## config.mk

```make
export PLATFORM = sky130hd
export DESIGN_NAME = mem_port_arbiter_flat
export DESIGN_NICKNAME = d
export VERILOG_FILES = /design/src/rtl/mem_port_arbiter_if.sv /design/src/rtl/mem_port_arbiter.sv /design/src/flat_wrapper.sv
export SDC_FILE = /design/constraint.sdc
export NUM_CORES = 1
export LEC_CHECK = 0
export BUFFER_PORTS_ARGS = -buffer_cell sky130_fd_sc_hd__buf_2
export CORE_MARGIN = 5
export CORE_UTILIZATION = 44
export CTS_BUF_LIST = sky130_fd_sc_hd__clkbuf_2 sky130_fd_sc_hd__clkbuf_4 sky130_fd_sc_hd__clkbuf_8
export CTS_CLUSTER_SIZE = 16
export DETAILED_ROUTE_END_ITERATION = 6
export PLACE_DENSITY = 0.85
export SYNTH_ARGS = -nofsm -noshare
export SYNTH_HDL_FRONTEND = slang
export SYNTH_SLANG_ARGS = --single-unit
export TNS_END_PERCENT = 5
```

## constraint.sdc

```tcl
create_clock -name clk -period 2.5 [get_ports clk]
set_input_delay 0.5 -clock clk [delete_from_list [all_inputs] [get_ports clk]]
set_output_delay 0.5 -clock clk [all_outputs]
set_load 0.005 [all_outputs]
```

## src/rtl/mem_port_arbiter_if.sv

```systemverilog
// Bundle of the I-fetch, D-access and RAM-side signals around the shared data RAM port.
// slave is the arbiter's view; master is the requesters-plus-RAM view.
interface mem_port_arbiter_if;
   logic        i_req;
   logic [31:0] i_addr;
   logic        i_ack;
   logic        i_rvalid;
   logic [31:0] i_rdata;

   logic        d_req;
   logic        d_we;
   logic [1:0]  d_size;
   logic        d_signed;
   logic [31:0] d_addr;
   logic [31:0] d_wdata;
   logic        d_ack;
   logic        d_rvalid;
   logic [31:0] d_rdata;
   logic        d_err;

   logic        mem_read_en;
   logic        mem_write_en;
   logic [3:0]  mem_write_sel;
   logic [31:0] mem_addr;
   logic [31:0] mem_wdata;
   logic [31:0] mem_rdata;

   modport slave (
      input  i_req, i_addr, d_req, d_we, d_size, d_signed, d_addr, d_wdata, mem_rdata,
      output i_ack, i_rvalid, i_rdata, d_ack, d_rvalid, d_rdata, d_err,
             mem_read_en, mem_write_en, mem_write_sel, mem_addr, mem_wdata
   );

   modport master (
      output i_req, i_addr, d_req, d_we, d_size, d_signed, d_addr, d_wdata, mem_rdata,
      input  i_ack, i_rvalid, i_rdata, d_ack, d_rvalid, d_rdata, d_err,
             mem_read_en, mem_write_en, mem_write_sel, mem_addr, mem_wdata
   );
endinterface

```

## src/rtl/mem_port_arbiter.sv

```systemverilog
// Single-port data RAM arbiter: D has priority, I wins after STARVE_LIMIT denied cycles.
// Handles sub-word store steering, load extraction/extension and misalignment traps.
module mem_port_arbiter #(
   parameter int unsigned STARVE_LIMIT = 4
) (
   input logic              clk,
   input logic              rst,
   mem_port_arbiter_if.slave bus
);
   localparam int unsigned CNT_W = 4;
   localparam logic [CNT_W-1:0] LIMIT = CNT_W'(STARVE_LIMIT);

   logic [CNT_W-1:0] starve_cnt;
   logic             grant_i;
   logic             grant_d;
   logic             misaligned;
   logic [3:0]       store_sel;
   logic [31:0]      store_data;
   logic [7:0]       lane_b;
   logic [15:0]      lane_h;
   logic [31:0]      load_data;
   logic             d_load_ok;

   logic             i_rvalid_q;
   logic             d_rvalid_q;
   logic             d_err_q;
   logic [31:0]      i_rdata_q;
   logic [31:0]      d_rdata_q;

   // No grant while reset is held so the RAM is never touched during reset.
   always_comb begin
      grant_i   = ~rst & bus.i_req & (~bus.d_req | (starve_cnt == LIMIT));
      grant_d   = ~rst & bus.d_req & ~grant_i;
      d_load_ok = grant_d & ~misaligned & ~bus.d_we;
   end

   always_comb begin
      case (bus.d_size)
         2'b00:   misaligned = 1'b0;
         2'b01:   misaligned = bus.d_addr[0];
         2'b10:   misaligned = |bus.d_addr[1:0];
         default: misaligned = 1'b1;
      endcase
   end

   // Store lane steering: replicate the right-justified data across lanes.
   always_comb begin
      store_sel  = 4'b0000;
      store_data = bus.d_wdata;
      case (bus.d_size)
         2'b00: begin
            store_sel  = 4'b0001 << bus.d_addr[1:0];
            store_data = {4{bus.d_wdata[7:0]}};
         end
         2'b01: begin
            store_sel  = bus.d_addr[1] ? 4'b1100 : 4'b0011;
            store_data = {2{bus.d_wdata[15:0]}};
         end
         2'b10: store_sel = 4'b1111;
         default: ;
      endcase
   end

   // Load extraction from the addressed lane, then sign or zero extension.
   always_comb begin
      case (bus.d_addr[1:0])
         2'b00:   lane_b = bus.mem_rdata[7:0];
         2'b01:   lane_b = bus.mem_rdata[15:8];
         2'b10:   lane_b = bus.mem_rdata[23:16];
         default: lane_b = bus.mem_rdata[31:24];
      endcase
      lane_h = bus.d_addr[1] ? bus.mem_rdata[31:16] : bus.mem_rdata[15:0];
      case (bus.d_size)
         2'b00:   load_data = {{24{bus.d_signed & lane_b[7]}}, lane_b};
         2'b01:   load_data = {{16{bus.d_signed & lane_h[15]}}, lane_h};
         default: load_data = bus.mem_rdata;
      endcase
   end

   always_comb begin
      bus.mem_read_en   = 1'b0;
      bus.mem_write_en  = 1'b0;
      bus.mem_write_sel = 4'b0000;
      bus.mem_addr      = 32'h0;
      bus.mem_wdata     = 32'h0;
      if (grant_i) begin
         bus.mem_read_en = 1'b1;
         bus.mem_addr    = {bus.i_addr[31:2], 2'b00};
      end else if (grant_d && !misaligned) begin
         bus.mem_addr = {bus.d_addr[31:2], 2'b00};
         if (bus.d_we) begin
            bus.mem_write_en  = 1'b1;
            bus.mem_write_sel = store_sel;
            bus.mem_wdata     = store_data;
         end else begin
            bus.mem_read_en = 1'b1;
         end
      end
   end

   always_ff @(posedge clk) begin
      if (rst) begin
         i_rvalid_q <= 1'b0;
         d_rvalid_q <= 1'b0;
         d_err_q    <= 1'b0;
         i_rdata_q  <= 32'h0;
         d_rdata_q  <= 32'h0;
         starve_cnt <= '0;
      end else begin
         i_rvalid_q <= grant_i;
         d_rvalid_q <= d_load_ok;
         d_err_q    <= grant_d & misaligned;
         if (grant_i) i_rdata_q <= bus.mem_rdata;
         if (d_load_ok) d_rdata_q <= load_data;
         if (bus.i_req && !grant_i)
            starve_cnt <= (starve_cnt == LIMIT) ? starve_cnt : starve_cnt + CNT_W'(1);
         else
            starve_cnt <= '0;
      end
   end

   // Responses are masked while reset is asserted so a response in flight is never seen.
   always_comb begin
      bus.i_ack    = grant_i;
      bus.d_ack    = grant_d;
      bus.i_rvalid = i_rvalid_q & ~rst;
      bus.d_rvalid = d_rvalid_q & ~rst;
      bus.d_err    = d_err_q & ~rst;
      bus.i_rdata  = rst ? 32'h0 : i_rdata_q;
      bus.d_rdata  = rst ? 32'h0 : d_rdata_q;
   end
endmodule

```

## src/flat_wrapper.sv

```systemverilog
// flat-port wrapper written by rule: the top's interface ports become plain ports
module mem_port_arbiter_flat 
#(
   parameter int unsigned STARVE_LIMIT = 4
)
  (clk, rst, bus_i_req, bus_i_addr, bus_d_req, bus_d_we, bus_d_size, bus_d_signed, bus_d_addr, bus_d_wdata, bus_mem_rdata, bus_i_ack, bus_i_rvalid, bus_i_rdata, bus_d_ack, bus_d_rvalid, bus_d_rdata, bus_d_err, bus_mem_read_en, bus_mem_write_en, bus_mem_write_sel, bus_mem_addr, bus_mem_wdata);
  mem_port_arbiter_if bus_i ();
  input logic clk;
  input logic rst;
  input wire logic [$bits(bus_i.i_req)-1:0] bus_i_req;
  input wire logic [$bits(bus_i.i_addr)-1:0] bus_i_addr;
  input wire logic [$bits(bus_i.d_req)-1:0] bus_d_req;
  input wire logic [$bits(bus_i.d_we)-1:0] bus_d_we;
  input wire logic [$bits(bus_i.d_size)-1:0] bus_d_size;
  input wire logic [$bits(bus_i.d_signed)-1:0] bus_d_signed;
  input wire logic [$bits(bus_i.d_addr)-1:0] bus_d_addr;
  input wire logic [$bits(bus_i.d_wdata)-1:0] bus_d_wdata;
  input wire logic [$bits(bus_i.mem_rdata)-1:0] bus_mem_rdata;
  output wire logic [$bits(bus_i.i_ack)-1:0] bus_i_ack;
  output wire logic [$bits(bus_i.i_rvalid)-1:0] bus_i_rvalid;
  output wire logic [$bits(bus_i.i_rdata)-1:0] bus_i_rdata;
  output wire logic [$bits(bus_i.d_ack)-1:0] bus_d_ack;
  output wire logic [$bits(bus_i.d_rvalid)-1:0] bus_d_rvalid;
  output wire logic [$bits(bus_i.d_rdata)-1:0] bus_d_rdata;
  output wire logic [$bits(bus_i.d_err)-1:0] bus_d_err;
  output wire logic [$bits(bus_i.mem_read_en)-1:0] bus_mem_read_en;
  output wire logic [$bits(bus_i.mem_write_en)-1:0] bus_mem_write_en;
  output wire logic [$bits(bus_i.mem_write_sel)-1:0] bus_mem_write_sel;
  output wire logic [$bits(bus_i.mem_addr)-1:0] bus_mem_addr;
  output wire logic [$bits(bus_i.mem_wdata)-1:0] bus_mem_wdata;
  assign bus_i.i_req = bus_i_req;
  assign bus_i.i_addr = bus_i_addr;
  assign bus_i.d_req = bus_d_req;
  assign bus_i.d_we = bus_d_we;
  assign bus_i.d_size = bus_d_size;
  assign bus_i.d_signed = bus_d_signed;
  assign bus_i.d_addr = bus_d_addr;
  assign bus_i.d_wdata = bus_d_wdata;
  assign bus_i.mem_rdata = bus_mem_rdata;
  assign bus_i_ack = bus_i.i_ack;
  assign bus_i_rvalid = bus_i.i_rvalid;
  assign bus_i_rdata = bus_i.i_rdata;
  assign bus_d_ack = bus_i.d_ack;
  assign bus_d_rvalid = bus_i.d_rvalid;
  assign bus_d_rdata = bus_i.d_rdata;
  assign bus_d_err = bus_i.d_err;
  assign bus_mem_read_en = bus_i.mem_read_en;
  assign bus_mem_write_en = bus_i.mem_write_en;
  assign bus_mem_write_sel = bus_i.mem_write_sel;
  assign bus_mem_addr = bus_i.mem_addr;
  assign bus_mem_wdata = bus_i.mem_wdata;
  mem_port_arbiter #(.STARVE_LIMIT(STARVE_LIMIT)) u_core (.clk(clk), .rst(rst), .bus(bus_i));
endmodule
```

; ---- Word level (Yosys, flattened, before mapping)
; Index checks and enable logic that the tools add are counted.
[totals]
in_bits = 136
reg_bits = 71
wordCells = 63
output_inout_bits = 139
[classes]
add_sub_neg = 1
n_shift = 1
eq_ne = 5
n_reduce_logical = 8
n_mux = 23
bitwise_logic = 19
[ops]
columns = op, count
row1 = $mux W32, 7
row2 = $pmux W32 S2, 2
row3 = $pmux W8 S3, 1
row4 = $mux W16, 1
row5 = $mux W4, 4
row6 = $and A1 B1 Y1, 12
row7 = $pmux W4 S3, 1
row8 = $mux W1, 6
row9 = $not A1 Y1, 6
row10 = $add A4 B1 Y4 const B, 1
row11 = $eq A2 B1 Y1 const B, 2
row12 = $eq A2 B2 Y1 const B, 2
row13 = $eq A4 B3 Y1 const B, 1
row14 = $logic_not A2 Y1, 2
row15 = $reduce_or A2 Y1, 2
row16 = $shl A1 B2 Y4 const A, 1
row17 = $pmux W1 S3, 1
row18 = $logic_and A1 B1 Y1, 2
row19 = $logic_not A1 Y1, 2
row20 = $or A1 B1 Y1, 1

; ---- Logic depth before layout (Yosys ltp)
; Gate-level depths: netlist of run 1.
[logic_depth]
ltp_word = 8
ltp_mapped = 10

; ---- Worst setup path before layout of run 1
; OpenSTA, ideal clock, no wires.
[synth_path]
path_type = input to output
startpoint = in bus_d_size[0]
endpoint = out bus_mem_addr[21]
arrival_ps = 1784
t_required_ps = 2000
path_stages = 7
slack_ps = 216
cell_sequence = clkbuf_1 -> a21oi_1 -> nor2_1 -> nor2_1 -> clkbuf_1 -> clkbuf_1 -> a22o_1
[synth_via]
elab_chain_len = 6
word_cells_on_any_way = 8
[synth_lines]
columns = item, line
row1 = "start, declared", flat_wrapper.sv:14  ; input wire logic [$bits(bus_i.d_size)-1:0] bus_d_size;
row2 = $eq A2 B2 Y1 (tied with other cells), mem_port_arbiter.sv:38  ; case (bus.d_size)
row3 = $pmux W1 S3 *, mem_port_arbiter.sv:38
row4 = $logic_not A1 Y1 *, mem_port_arbiter.sv:89  ; end else if (grant_d && !misaligned) begin
row5 = $logic_and A1 B1 Y1 *, mem_port_arbiter.sv:89
row6 = $mux W32 *, mem_port_arbiter.sv:89
row7 = $mux W32 *, mem_port_arbiter.sv:86  ; if (grant_i) begin
row8 = "end, declared", flat_wrapper.sv:29  ; output wire logic [$bits(bus_i.mem_addr)-1:0] bus_mem_addr;
; Every way passes the cells marked *; elsewhere a longest branch is shown, timed or not.

; ---- Worst setup path in the final report of run 1
[layout_path]
startpoint = reg u_core.starve_cnt[0]
endpoint = out bus_mem_wdata[9]
[layout_via]
elab_chain_len = 8
[layout_lines]
columns = item, line
row1 = "start, declared", mem_port_arbiter.sv:13  ; logic [CNT_W-1:0] starve_cnt;
row2 = "start signal, assigned", mem_port_arbiter.sv:116  ; starve_cnt <= (starve_cnt == LIMIT) ? starve_cnt : starve_cnt + CNT_W'(1);
row3 = $eq A4 B3 Y1 *, mem_port_arbiter.sv:32  ; grant_i = ~rst & bus.i_req & (~bus.d_req | (starve_cnt == LIMIT));
row4 = $or A1 B1 Y1 *, mem_port_arbiter.sv:32
row5 = $and A1 B1 Y1 *, mem_port_arbiter.sv:32
row6 = $not A1 Y1, mem_port_arbiter.sv:33  ; grant_d = ~rst & bus.d_req & ~grant_i;
row7 = $and A1 B1 Y1, mem_port_arbiter.sv:33
row8 = $logic_and A1 B1 Y1, mem_port_arbiter.sv:89
row9 = $mux W32, mem_port_arbiter.sv:89
row10 = $mux W32 *, mem_port_arbiter.sv:86
row11 = "end, declared", flat_wrapper.sv:30  ; output wire logic [$bits(bus_i.mem_wdata)-1:0] bus_mem_wdata;
; Marked as above.

==> results of run 1 <==
==> where the power goes <==
group	internal [uW]	total, uW	switching (uW)
logic	290	610	320
registers	1180	1200	15.6
clock network	600	1040	440
total	2070	2850	775
==> cell type report <==
class	instances	area, um^2	share of cell area [%]
timing repair buffer	297	1650	26.7
sequential	71	1420	23.1
clock inverter	5	81.3	1.32
inverter	11	41.3	0.669
multi-input combinational	382	2660	43.2
antenna	2	5.00	0.0811
clock buffer	11	145	2.35
tap	129	161	2.62
==> through the flow <==
stage / setup TNS, ns / total power, uW
finish: 0 / 2850
global route: -0.0682 / 2960
CTS: 0 / 2840
detailed placement: 0 / 1800
global placement: 0 / 1780
floorplan: 0 / 1510
==> cells by family (layout without fill, tap and decap cells) <==
kind of cell / after synthesis / after routing / share of synthesized area, %
adders and majority gates: 2 / 2 / 0.597
AOI/OAI and AO/OA: 117 / 117 / 19.8
other: 1 / 4 / 0.0895
xor gates and xnor gates: 2 / 2 / 0.418
DFF: 71 / 71 / 33.9
muxes: 58 / 58 / 15.3
buffers and inverters: 57 / 324 / 5.70
and+or+nand+nor: 201 / 201 / 24.2
==> flip-flops by register name, summed over array words and instances (netlist names) <==
signal / cells
u_core.i_rdata_q: 32
u_core.i_rvalid_q: 1
u_core.d_rvalid_q: 1
u_core.starve_cnt: 4
u_core.d_rdata_q: 32
u_core.d_err_q: 1
==> worst register-to-register path, cell delays in order, from the launching register on <==
cell and delay (ns):
dfxtp_2 0.36, inv_2 0.05, ha_4 0.15, nand4b_1 0.09
nand3_2 0.13, or4b_1 0.70, a221oi_1 0.38, nor4_1 0.10
==> path summary, 6_finish.rpt <==
kind,start,cells past startpoint,to
worst max register to register,u_core.starve_cnt[0]$_SDFFE_PP0N_,7,u_core.d_rdata_q[10]$_SDFFE_PP0P_
worst min-delay path,bus_mem_rdata[2],2,u_core.i_rdata_q[2]$_SDFFE_PP0N_
worst max-delay path,u_core.starve_cnt[0]$_SDFFE_PP0N_,9,bus_mem_wdata[9]
worst min register to register,u_core.starve_cnt[0]$_SDFFE_PP0N_,1,u_core.starve_cnt[0]$_SDFFE_PP0N_
==> placed cells by master (no fill, tap or decap), types with 2 or more instances in the layout <==
cell,n
a211oi_1,11
a21oi_1,26
a21oi_2,4
a21oi_4,4
a221oi_1,8
a22o_1,38
a2bb2oi_1,6
and3_1,10
buf_12,4
buf_2,270
buf_4,19
buf_6,2
bufinv_16,2
clkbuf_16,2
clkbuf_8,10
conb_1,2
dfxtp_1,69
dfxtp_2,2
diode_2,2
inv_1,7
inv_2,4
mux2_2,39
mux2i_1,18
nand2_1,42
nand2b_1,2
nand3_1,2
nor2_1,45
nor2_2,4
nor2_4,3
nor2b_1,69
nor3_1,9
nor4_1,7
o21ai_0,12
o21ai_1,3
==> repair_timing <==
item	CTS	global route
gates resized for setup	15	19
endpoints found under the setup margin	64	57
buffers inserted	0	1
gates cloned	0	3
pin swaps	1	5
==> cells in the mapped netlist, drive strengths merged, types with 2 or more instances <==
| master | instances |
|---|---|
| nor3 | 9 |
| clkbuf | 32 |
| a2bb2oi | 6 |
| nor4 | 7 |
| mux2 | 39 |
| a22o | 38 |
| nor2b | 69 |
| mux2i | 18 |
| buf | 14 |
| nand2b | 2 |
| a21oi | 34 |
| inv | 11 |
| o21ai | 15 |
| nor2 | 52 |
| and3 | 10 |
| a221oi | 8 |
| ha | 2 |
| a211oi | 11 |
| nand3 | 3 |
| dfxtp | 71 |
| nand2 | 43 |
| a21boi | 2 |
==> routing by layer <==
layer | routed length, um | vias to the layer above | track usage [%]
li1 | - | 2315 | -
met1 | 6220 | 2330 | 29.5
met2 | 8740 | 265 | 49.9
met3 | 1280 | 52 | 6.00
met4 | 634 | 4 | 13.3
met5 | 21 | - | 0
==> key figures, run 1 <==
Detailed routing
  – Final ANT Viol Nets: 0
  – Via count: 4966
  – Initial DRC Count: 228
  – Initial DRT Pass Iterations: 5
  – Vias per Instance: 5.47
  – Drc violations: 0
  – DRT Wirelength: 16900 um
  – DR WL/cell: 18.6 um

Logic synthesis
  – Ys Warns: 0
  – Post-synthesis cell area: 4190 um^2
  – Top cell type's share of synthesized area: 33.9%
  – Area contributors post-synth: dfxtp_1 (34%), mux2_2 (10%), nor2b_1 (10%)
  – Mean Syn Cell Area: 8.23 um^2
  – Synth area leader: dfxtp_1
  – EDFF count, synth: 0
  – Post-Synthesis Cells: 509
  – Seq cells post-synth: 71
  – Post-synth ARST share: 0%
  – Post-synthesis cell type count: 40
  – Primary FF master, synth: dfxtp_1
  – Sequential fraction of the synthesis area: 33.9%

Placement
  – Dpl hpwl: 13300 um
  – Dpl cells: 886
  – Port Buf Inserts: 270
  – Placement-stage cell area: 5730 um^2
  – Place WS: 0.0800 ns
  – Routability-driven placement congestion ratio: 0.994

STA
  – Final Max Slew Viols: 0
  – Actual slew at the worst max-slew pin: 0.588 ns
  – Hold Slack: 0.395 ns
  – Peak Freq: 411 MHz
  – Hold Fails Final Rpt: 0
  – Min Tclk post-route: 2.43 ns
  – Unrepaired setup endpoints after global routing: yes
  – Max-slew headroom: 60.8%
  – Final period util: 97.3%
  – Fin Clk Skew: 0.0129 ns
  – # setup viols final: 0
  – Final WS setup: 0.0670 ns

Clock network
  – Root Buffer: clkbuf_8
  – CTS tree: done
  – H-Tree Depth: 3
  – Worst skew pair latency: 0.36 ns
  – CTS sink cnt: 71
  – Clk buf depth: 2
  – Hold Buf Count CTS: 0
  – Worst-path clk slew: 0.07 ns
  – Total CTS buffers: 9

Critical path
  – Startpoint Class: register
  – Reg-to-reg setup timing slack: 0.42 ns
  – Crit Path Category: reg -> out
  – CP peak stage delay: 0.36 ns
  – Worst-path maximum fanout: 7
  – Req. time, crit path: 2.00 ns
  – Delay-heaviest family, CP: simple AND/OR/NAND/NOR gates
  – Critical Path Sink Type: primary output
  – Crit path cell chain: inv_2 -> ha_4 -> nand4b_1 -> nand3_2 -> nor2_4 -> nand2_4 -> buf_12 -> a21oi_2 -> buf_2
  – Buf+Inv Stages, Crit Path: 3
  – CP Data Arrival Time: 1.93 ns
  – Max stage delay cell, worst path: dfxtp_2

Cells and area
  – Fin util: 66.4%
  – Final cell count without fillers: 908
  – Fillers: 800
  – Post-layout net count: 910
  – Synthesis-to-finish area growth: 47.2%
  – Share of cells above drive strength 1: 48.8%
  – Design Area, Final: 6170 um^2

Die
  – Die Span X: 108 um
  – Io pins: 275
  – Row cnt: 35
  – Core Area: 9280 um^2
  – Vert. Die Dim: 108 um
  – Die area: 11600 um^2
  – Starting Density: 45.1%

Pwr
  – Worst VDD drop: 0.270 mV
  – P_leak: 0.00319 uW
  – Power Density: 462 nW/um^2

Run
  – Max Cap Violations: 0

Global routing
  – Number of global-route vias before repair: 4866
  – Gr ovfl total: 0
  – GRT Util Overall: 27.3%
  – Initial antenna violation count: 4
  – Largest net degree at the start of global routing: 59
  – Global-route wire length before repair: 24800 um

Worst hold path
  – Tightest Hold Check Type: in -> reg

Run status
  – Outcome: finished clean
Power figures use the tool's default switching activity.
==> inputs of run 2 (changes only) <==
- CORE_UTILIZATION: 44 -> 39
- CTS_BUF_LIST: sky130_fd_sc_hd__clkbuf_2 sky130_fd_sc_hd__clkbuf_4 sky130_fd_sc_hd__clkbuf_8 -> unset
- PLACE_DENSITY: 0.85 -> 0.8
- clock period: 2.5 -> 2 ns (I/O delays scaled with it)
==> run 2 against run 1 <==
The run now ends with setup timing left; die area grew 12%; clock power is 9.6% higher; via count is 0.16% lower; combinational power up 37%; total power up 22%; global-route usage fell by 2.0 points; core utilization fell by 3.8 points; highest routed layer is now met4.
==> key figures, run 2 (synthesis results as in run 1) <==
STA
  – Min Tclk post-route: 2.24 ns
  – # setup viols final: 92
  – Unrepaired setup endpoints after global routing: yes
  – Fin Clk Skew: 0.00621 ns
  – Peak Freq: 447 MHz
  – Hold Fails Final Rpt: 0
  – Final period util: 112%
  – Final Max Slew Viols: 0
  – Final WS setup: -0.238 ns

Pwr
  – P_leak: 0.00336 uW
  – Worst VDD drop: 0.275 mV
  – Power Density: 532 nW/um^2

Detailed routing
  – Drc violations: 0
  – Initial DRC Count: 216
  – Initial DRT Pass Iterations: 4
  – Via count: 4958
  – Final ANT Viol Nets: 0
  – DR WL/cell: 18.3 um
  – DRT Wirelength: 17200 um
  – Vias per Instance: 5.29

Die
  – Die Span X: 114 um
  – Vert. Die Dim: 114 um
  – Row cnt: 37
  – Die area: 12900 um^2
  – Io pins: 275
  – Starting Density: 40.2%
  – Core Area: 10400 um^2

Critical path
  – Req. time, crit path: 1.60 ns
  – Worst Setup SP: u_core.starve_cnt[1]$_SDFFE_PP0N_
  – CP Data Arrival Time: 1.84 ns
  – Startpoint Class: register
  – Cells on worst reg2reg path: 10
  – Crit path cell chain: inv_2 -> ha_4 -> nand4b_1 -> nand3_2 -> buf_4 -> or3_4 -> nand2b_1 -> buf_2
  – Critical Path Sink Type: primary output
  – Delay-heaviest family, CP: simple AND/OR/NAND/NOR gates
  – R2r startpoint: u_core.starve_cnt[1]$_SDFFE_PP0N_
  – Max stage delay cell, worst path: or3_4
  – Reg2reg end: u_core.d_rdata_q[31]$_SDFFE_PP0P_
  – Worst-path maximum fanout: 3
  – CP peak stage delay: 0.39 ns
  – Buf+Inv Stages, Crit Path: 3
  – Reg-to-reg setup timing slack: -0.09 ns
  – Crit Path Category: reg -> out
  – Critical path destination: bus_mem_read_en
  – Number of cells on the critical path: 8

Global routing
  – Number of global-route vias before repair: 4946
  – Global-route wire length before repair: 25700 um
  – GRT Util Overall: 25.3%
  – Initial antenna violation count: 0
  – Gr ovfl total: 0
  – Largest net degree at the start of global routing: 60

Cells and area
  – Most frequent cells in the layout: buf_2 (266), nor2b_1 (69), dfxtp_1 (69), nand2_1 (42), mux2_2 (39)
  – Top Registers: u_core.d_rdata_q: 32 flops, u_core.i_rdata_q: 32 flops, u_core.starve_cnt: 4 flops
  – Most common cell after layout, fill and taps aside: buf_2
  – Antenna fix cells: 0
  – Flip-flop and latch area: 1420 um^2
  – Area of the multi-input gates: 2710 um^2
  – Synthesis-to-finish area growth: 55.8%
  – Final cell count without fillers: 938
  – Design Area, Final: 6530 um^2
  – Post-layout net count: 935
  – Share of cells above drive strength 1: 52.6%
  – Fillers: 911

Placement
  – Port Buf Inserts: 270
  – Placement-stage cell area: 5960 um^2
  – Dpl cells: 912
  – Dpl hpwl: 13500 um
  – Routability-driven placement congestion ratio: 0.910

Run status
  – Failing checks: setup timing
  – Outcome: complete, but fails checks

Clock network
  – Clk buf depth: 2
  – Total CTS buffers: 9
  – CTS sink cnt: 71
  – Root Buffer: clkbuf_8
  – Worst-path clk slew: 0.07 ns
  – H-Tree Depth: 3
  – CTS tree: done
  – Hold Buf Count CTS: 0
  – Worst skew pair latency: 0.34 ns

Worst hold path
  – Tightest Hold Check Type: in -> reg

Run
  – Max Cap Violations: 0
-- run 2: cell types whose count changed in the layout (fill, tap and decap cells not counted), sizes merged, moves of 2 or more --
cell / change
buf: +26
clkbuf: -2
clkinv: +2
diode: -2
-- run 2: per-layer routing --
metal  vias to the layer above  global-route usage, %  share of wire, %
li1                       2367                      -                 -
met1                      2280                   30.4                39
met2                       259                   42.7                48
met3                        52                   5.20               7.7
met4                         0                   12.9               4.7
met5                         -                      0                 0
-- run 2: timing repair --
action / in CTS / in global routing
pin swaps: 17 / 6
setup endpoints to repair: 93 / 101
resized for setup: 40 / 19
setup buffers: 6 / 0
gates cloned: 3 / 1
-- run 2: worst min-delay path by stage --
stage,depth (start not counted),from,endpoint,slack (ns)
3_5_place_dp,2,u_core.d_rdata_q[15]$_SDFFE_PP0P_,u_core.d_rdata_q[15]$_SDFFE_PP0P_,0.47
6_report,2,bus_mem_rdata[6],u_core.i_rdata_q[6]$_SDFFE_PP0N_,0.31
5_1_grt,2,bus_mem_rdata[6],u_core.i_rdata_q[6]$_SDFFE_PP0N_,0.30
4_1_cts,2,bus_mem_rdata[6],u_core.i_rdata_q[6]$_SDFFE_PP0N_,0.30
3_3_place_gp,2,u_core.d_rdata_q[15]$_SDFFE_PP0P_,u_core.d_rdata_q[15]$_SDFFE_PP0P_,0.46
2_1_floorplan,1,u_core.starve_cnt[0]$_SDFFE_PP0N_,u_core.starve_cnt[0]$_SDFFE_PP0N_,0.43
-- run 2: stage by stage --
step	setup TNS [ns]	hold slack [ns]	setup WS (ns)	utilization, %	power (uW)
after global routing	-22.42	0.296	-0.315	62.7	3640
final	-14.36	0.305	-0.238	62.7	3470
after global placement	-6.86	0.457	-0.217	57.2	2280
after CTS	-15.54	0.297	-0.250	61.7	3470
after floorplan	-0.667	0.430	-0.0825	-	1890
after detailed placement	-7.36	0.470	-0.229	57.2	2300
-- run 2: where the power goes --
| group | total (uW) | switching (uW) | internal, uW |
|---|---|---|---|
| Combinational | 835 | 422 | 412 |
| Clock | 1140 | 537 | 606 |
| Sequential | 1500 | 17.7 | 1480 |
| Total | 3470 | 978 | 2500 |
-- run 2: cell type report --
class | instances | share of cell area, %
timing repair buffer | 322 | 30.4
multi-input combinational | 382 | 41.5
tap | 136 | 2.61
inverter | 11 | 0.671
clock inverter | 6 | 0.901
clock buffer | 10 | 2.11
sequential | 71 | 21.8
